==> config.mk <==
export PLATFORM = sky130hd
export DESIGN_NAME = pll_reset_seq_flat
export DESIGN_NICKNAME = d
export VERILOG_FILES = /design/src/rtl/pll_reset_seq_if.sv /design/src/rtl/pll_reset_seq.sv /design/src/flat_wrapper.sv
export SDC_FILE = /design/constraint.sdc
export NUM_CORES = 1
export LEC_CHECK = 0
export BUFFER_PORTS_ARGS = -buffer_cell sky130_fd_sc_hd__buf_2
export CAP_MARGIN = 15
export CORE_UTILIZATION = 55
export DETAILED_ROUTE_END_ITERATION = 16
export PLACE_DENSITY = 0.72
export SETUP_SLACK_MARGIN = 0.4
export SYNTH_ARGS = -nofsm -noshare
export SYNTH_HDL_FRONTEND = slang
export SYNTH_SLANG_ARGS = --single-unit
==> constraint.sdc <==
create_clock -name clk -period 2.92 [get_ports clk]
set_clock_uncertainty 0.05 [all_clocks]
set_input_delay 0.146 -clock clk [delete_from_list [all_inputs] [get_ports clk]]
set_output_delay 0.146 -clock clk [all_outputs]
set_load 0.05 [all_outputs]
==> src/rtl/pll_reset_seq_if.sv <==
// Handshake bundle for pll_reset_seq: lock/request inputs and
// the sequenced reset, ready and lock-loss outputs.
interface pll_reset_seq_if;
  logic       locked;
  logic       sw_reset_req;
  logic       rst_core_o;
  logic       rst_periph_o;
  logic       ready_o;
  logic [7:0] loss_count_o;

  modport master (
    output locked,
    output sw_reset_req,
    input  rst_core_o,
    input  rst_periph_o,
    input  ready_o,
    input  loss_count_o
  );

  modport slave (
    input  locked,
    input  sw_reset_req,
    output rst_core_o,
    output rst_periph_o,
    output ready_o,
    output loss_count_o
  );
endinterface

==> src/rtl/pll_reset_seq.sv <==
// PLL-lock qualified core/peripheral reset sequencer.
// Define PLL_RESET_SEQ_LOSS_CNT_EN to build the lock-loss counter.
module pll_reset_seq #(
  parameter int LOCK_STABLE_CYCLES = 1024,
  parameter int STAGE_GAP_CYCLES   = 16
) (
  input logic            clk,
  input logic            reset,
  pll_reset_seq_if.slave bus
);

  localparam int CW = $clog2(LOCK_STABLE_CYCLES);
  localparam int GW = (STAGE_GAP_CYCLES > 1) ?
                      $clog2(STAGE_GAP_CYCLES) : 1;
  localparam logic [CW-1:0] CNT_LAST =
    CW'(LOCK_STABLE_CYCLES - 1);
  localparam logic [GW-1:0] GAP_LAST =
    GW'(STAGE_GAP_CYCLES - 1);

  typedef enum logic [1:0] {
    WAIT_LOCK,
    CORE_UP,
    RUN,
    DRAIN
  } state_e;

  state_e        state_q, state_d;
  logic [1:0]    sync_q, sync_d;
  logic [CW-1:0] cnt_q, cnt_d;
  logic [GW-1:0] gcnt_q, gcnt_d;
  logic          rst_core_q, rst_core_d;
  logic          rst_periph_q, rst_periph_d;
  logic          ready_q, ready_d;
  logic          lock_s;
  logic          sw;
  logic          lost;

  assign lock_s = sync_q[1];
  assign sw     = bus.sw_reset_req;

  always_comb begin
    sync_d  = {sync_q[0], bus.locked};
    state_d = state_q;
    cnt_d   = cnt_q;
    gcnt_d  = gcnt_q;
    lost    = 1'b0;
    unique case (state_q)
      WAIT_LOCK: begin
        if (sw || !lock_s) begin
          cnt_d = '0;
        end else if (cnt_q == CNT_LAST) begin
          state_d = CORE_UP;
          cnt_d   = '0;
          gcnt_d  = '0;
        end else begin
          cnt_d = cnt_q + 1'b1;
        end
      end
      CORE_UP, RUN: begin
        // lock loss outranks a simultaneous software request
        if (!lock_s) begin
          state_d = WAIT_LOCK;
          lost    = 1'b1;
          cnt_d   = '0;
          gcnt_d  = '0;
        end else if (sw) begin
          state_d = DRAIN;
          gcnt_d  = '0;
        end else if (state_q == CORE_UP) begin
          if (gcnt_q == GAP_LAST) begin
            state_d = RUN;
            gcnt_d  = '0;
          end else begin
            gcnt_d = gcnt_q + 1'b1;
          end
        end
      end
      DRAIN: begin
        if (!lock_s) begin
          state_d = WAIT_LOCK;
          lost    = 1'b1;
          cnt_d   = '0;
          gcnt_d  = '0;
        end else if (gcnt_q == GAP_LAST) begin
          state_d = WAIT_LOCK;
          cnt_d   = '0;
          gcnt_d  = '0;
        end else begin
          gcnt_d = gcnt_q + 1'b1;
        end
      end
      default: begin
        state_d = WAIT_LOCK;
        cnt_d   = '0;
        gcnt_d  = '0;
      end
    endcase
    rst_core_d   = (state_d == WAIT_LOCK) ||
                   (state_d == DRAIN);
    rst_periph_d = (state_d != RUN);
    ready_d      = (state_d == RUN);
  end

  always_ff @(posedge clk or posedge reset) begin
    if (reset) begin
      state_q      <= WAIT_LOCK;
      sync_q       <= '0;
      cnt_q        <= '0;
      gcnt_q       <= '0;
      rst_core_q   <= 1'b1;
      rst_periph_q <= 1'b1;
      ready_q      <= 1'b0;
    end else begin
      state_q      <= state_d;
      sync_q       <= sync_d;
      cnt_q        <= cnt_d;
      gcnt_q       <= gcnt_d;
      rst_core_q   <= rst_core_d;
      rst_periph_q <= rst_periph_d;
      ready_q      <= ready_d;
    end
  end

  assign bus.rst_core_o   = rst_core_q;
  assign bus.rst_periph_o = rst_periph_q;
  assign bus.ready_o      = ready_q;

`ifdef PLL_RESET_SEQ_LOSS_CNT_EN
  logic [7:0] loss_q, loss_d;

  always_comb begin
    loss_d = loss_q;
    if (lost && loss_q != 8'hFF) begin
      loss_d = loss_q + 8'd1;
    end
  end

  always_ff @(posedge clk or posedge reset) begin
    if (reset) begin
      loss_q <= 8'h00;
    end else begin
      loss_q <= loss_d;
    end
  end

  assign bus.loss_count_o = loss_q;
`else
  logic unused_lost;
  assign unused_lost      = lost;
  assign bus.loss_count_o = 8'h00;
`endif

endmodule
==> src/flat_wrapper.sv <==
// flat-port wrapper written by rule: the top's interface ports become plain ports
module pll_reset_seq_flat 
#(
  parameter int LOCK_STABLE_CYCLES = 1024,
  parameter int STAGE_GAP_CYCLES   = 16
)
  (clk, reset, bus_locked, bus_sw_reset_req, bus_rst_core_o, bus_rst_periph_o, bus_ready_o, bus_loss_count_o);
  pll_reset_seq_if bus_i ();
  input logic clk;
  input logic reset;
  input wire logic [$bits(bus_i.locked)-1:0] bus_locked;
  input wire logic [$bits(bus_i.sw_reset_req)-1:0] bus_sw_reset_req;
  output wire logic [$bits(bus_i.rst_core_o)-1:0] bus_rst_core_o;
  output wire logic [$bits(bus_i.rst_periph_o)-1:0] bus_rst_periph_o;
  output wire logic [$bits(bus_i.ready_o)-1:0] bus_ready_o;
  output wire logic [$bits(bus_i.loss_count_o)-1:0] bus_loss_count_o;
  assign bus_i.locked = bus_locked;
  assign bus_i.sw_reset_req = bus_sw_reset_req;
  assign bus_rst_core_o = bus_i.rst_core_o;
  assign bus_rst_periph_o = bus_i.rst_periph_o;
  assign bus_ready_o = bus_i.ready_o;
  assign bus_loss_count_o = bus_i.loss_count_o;
  pll_reset_seq #(.LOCK_STABLE_CYCLES(LOCK_STABLE_CYCLES), .STAGE_GAP_CYCLES(STAGE_GAP_CYCLES)) u_core (.clk(clk), .reset(reset), .bus(bus_i));
endmodule
==> results_dict.tcl <==
set metrics [dict create \
    status "finished clean" \
    final_common_cell "dfrtp_1" \
    hold_violations 0 \
    critPathLaunch "u_core.state_q[0]" \
    clk_latency_ns 0.30 \
    start_util_pct 58.6 \
    period_share_pct 79.2 \
    avgRoutedWirePerCell_um 14.0 \
    antenna_found_initial 0 \
    ys_seq_area_share_pct 40.7 \
    comb_power_share_pct 8.6 \
    timing.fmax_mhz 432 \
    drc 0 \
    gp_congestion 0.873 \
    power.switching_uw 121 \
    layout.nets 151 \
    wl_mm 2.32 \
    core_area_um2 2210 \
    drt_iter0_drc 18 \
    rsz0062_at_grt "no" \
    synthDistinctLibCells 42 \
    row_count 17 \
    cts_buffer_depth 2 \
    hold-worst-slack_ns 0.178 \
    reg2regPathDepth 6 \
    synthFlopType "dfrtp_1" \
    timing.rr.start "u_core.state_q[0]" \
    synth_async_sr_flop_share_pct 100 \
    grt_pass1_wl_mm 4.28 \
    p_int_uw 351 \
    cts_tree "done" \
    critPathMaxFanout 8 \
    r2r-end "u_core.bus.rst_core_o" \
    post_cts_resized 0 \
    grt_max_degree 22 \
    synth_area_um2 1300 \
    crit_top_cell "ha_1" \
    dr.pass1.iters 4 \
    drtAntennaViolNets 0 \
    cp_slowest_cell "dfrtp_1" \
    r2r_slack_ns 0.61 \
    worst-endpoint-arrival_ns 2.50 \
    switching_share_pct 25.7 \
    ir_drop_v 0.000331 \
    netlist_instances 129 \
    crit_required_ns 3.11 \
    dieArea_um2 2550 \
    powerDensity_nw_per_um2 349 \
    die-width_um 50.5 \
    criticalPathCategory "reg -> reg" \
    power_uw 472 \
    cts_made_buffers 3 \
    worst_pin_slew_ns 0.773 \
    grt_overflow_total 0 \
    setup_viol 0 \
    dp.final_hpwl_mm 1.78 \
    worst_hold_path_type "in -> reg" \
    drive_gt1_share_pct 13.0 \
    p_leak_nw 0.581 \
    fillers 192 \
    post_drt_via_cell_ratio 5.78 \
    grt_pass1_vias 983 \
    ys_warn_count 0 \
    worst-path-buf-inv 1 \
    maxSlewViolCount 0 \
    area_growth_pct 4.34 \
    dp_cells 160 \
    cp_num_cells 6 \
    cts_num_sinks 21 \
    fin_crit_ns 2.31 \
    synth-seq-cells 21 \
    relSlewSlack_pct 48.4 \
    critPathLaunchType "register" \
    final_cells 166 \
    cts-htree-levels 1 \
    root_buffer "clkbuf_4" \
    maxCapViolCount 0 \
    vias 959 \
    avgSynthCellArea_um2 10.0 \
    crit_path_max_incr_delay_ns 0.44 \
    critPathTopFamily "adder cells" \
    antenna_cells 0 \
    seqPwrFrac_pct 62.7 \
    crit_path_end "u_core.bus.rst_core_o" \
    io_pins 15 \
    die_h_um 50.5 \
    path_clk_slew_ns 0.12 \
    mostFrequentLayoutCells "dfrtp_1, nor2_1, nand2_1, ha_1, conb_1" \
    setup-tns-final_ns 0 \
    synth_edf_count 0 \
    crit_chain "inv_1 -> ha_1 -> o21ai_1 -> or2_1 -> o32ai_1 -> ha_1" \
    portBuffers 6 \
    clockPowerShare_pct 28.7 \
    end_kind "register" \
    grt_usage_pct 22.2 \
]
## through the flow
step	area, um^2	setup slack [ns]	util (%)
final	1350	0.606	61.1
after global routing	1350	0.423	61.1
after CTS	1350	0.621	61.1
after detailed placement	1310	0.649	59.0
after global placement	1310	0.755	59.0
after floorplan	1320	0.735	-
## state kept, by name (all words and copies together), names as in the netlist
name	flops
u_core.cnt_q	10
u_core.state_q	2
u_core.bus.ready_o	1
u_core.bus.rst_core_o	1
u_core.bus.rst_periph_o	1
u_core.gcnt_q	4
u_core.sync_q	2
## cells in the mapped netlist (all sizes together) (2+ instances only)
master	instances	area share (%)
a21oi	4	1.5
a32o	3	2.3
and2	2	0.97
and3	3	1.4
and4	2	1.4
buf	10	6.4
dfrtp	19	37
dfstp	2	4.1
ha	8	7.7
inv	6	1.7
mux2i	2	1.5
nand2	8	2.3
nand2b	2	0.97
nand3	4	1.5
nand4	2	0.97
nor2	12	3.5
nor2b	2	0.97
o211ai	4	3.4
o21ai	8	3.1
o32ai	3	2.0
or2	2	0.97
xor2	5	3.4
## layout make-up
class,count,area [um^2],area share (%)
Multi-Input combinational cell,99,689,51.0
Sequential cell,21,528,39.0
Timing Repair Buffer,8,50.0,3.70
Tap cell,28,35.0,2.59
Clock buffer,3,22.5,1.67
Inverter,6,22.5,1.67
Clock inverter,1,5.00,0.370
## worst min-delay path by stage
| stage | start | to | slack [ns] | cells after the start |
|---|---|---|---|---|
| 2_1_floorplan | reset | u_core.bus.ready_o | 0.07 | 1 |
| 4_1_cts | bus_sw_reset_req | u_core.state_q[0] | 0.16 | 3 |
| 5_1_grt | bus_sw_reset_req | u_core.state_q[0] | 0.16 | 3 |
| 3_3_place_gp | bus_locked | u_core.sync_q[0] | 0.21 | 1 |
| 6_report | bus_sw_reset_req | u_core.state_q[0] | 0.18 | 3 |
| 3_5_place_dp | bus_locked | u_core.sync_q[0] | 0.21 | 1 |
## metal layers
metal / track usage, % / routed length (um) / up-vias / part of all wire (%)
met5: 0 / 0 / - / 0
met4: 7.87 / 29 / 0 / 1.3
met3: 4.24 / 40 / 4 / 1.7
met2: 39.6 / 1210 / 10 / 52
met1: 26.3 / 1040 / 477 / 45
li1: - / - / 468 / -
## power groups by stage
stage / Clock, mW / Sequential (mW) / Combinational, mW
after floorplan: 0 / 0.301 / 0.0414
after CTS: 0.142 / 0.296 / 0.0409
final: 0.136 / 0.296 / 0.0406
after detailed placement: 0 / 0.301 / 0.0388
after global placement: 0 / 0.301 / 0.0386
after global routing: 0.155 / 0.297 / 0.0442
## worst reg2reg max path, cell delays in order (launching register included)
cell and delay [ns]:
dfrtp_1 0.44, inv_1 0.08, ha_1 0.36, o21ai_1 0.22, or2_1 0.38, o32ai_1 0.42
ha_1 0.31
## kinds of logic (layout without fill, tap and decap cells)
| logic type | after synthesis | after routing | synth area share [%] |
|---|---|---|---|
| XOR/XNOR | 5 | 5 | 3.38 |
| AND/OR/NAND/NOR | 47 | 47 | 21.3 |
| adder cells (fa/ha/maj) | 8 | 8 | 7.72 |
| buffers and inverters | 16 | 18 | 8.11 |
| flip-flops | 21 | 21 | 40.7 |
| other | 1 | 8 | 0.289 |
| multiplexers | 2 | 2 | 1.54 |
| AO/OA/AOI/OAI | 29 | 29 | 16.9 |
## what timing repair did
action / CTS / global route
endpoints found under the setup margin: 0 / 0
hold buffers: 2 / 0
hold endpoints to repair: 20 / 0
buffers inserted: 0 / 0
No activity file was read; power rests on OpenSTA's default activity.
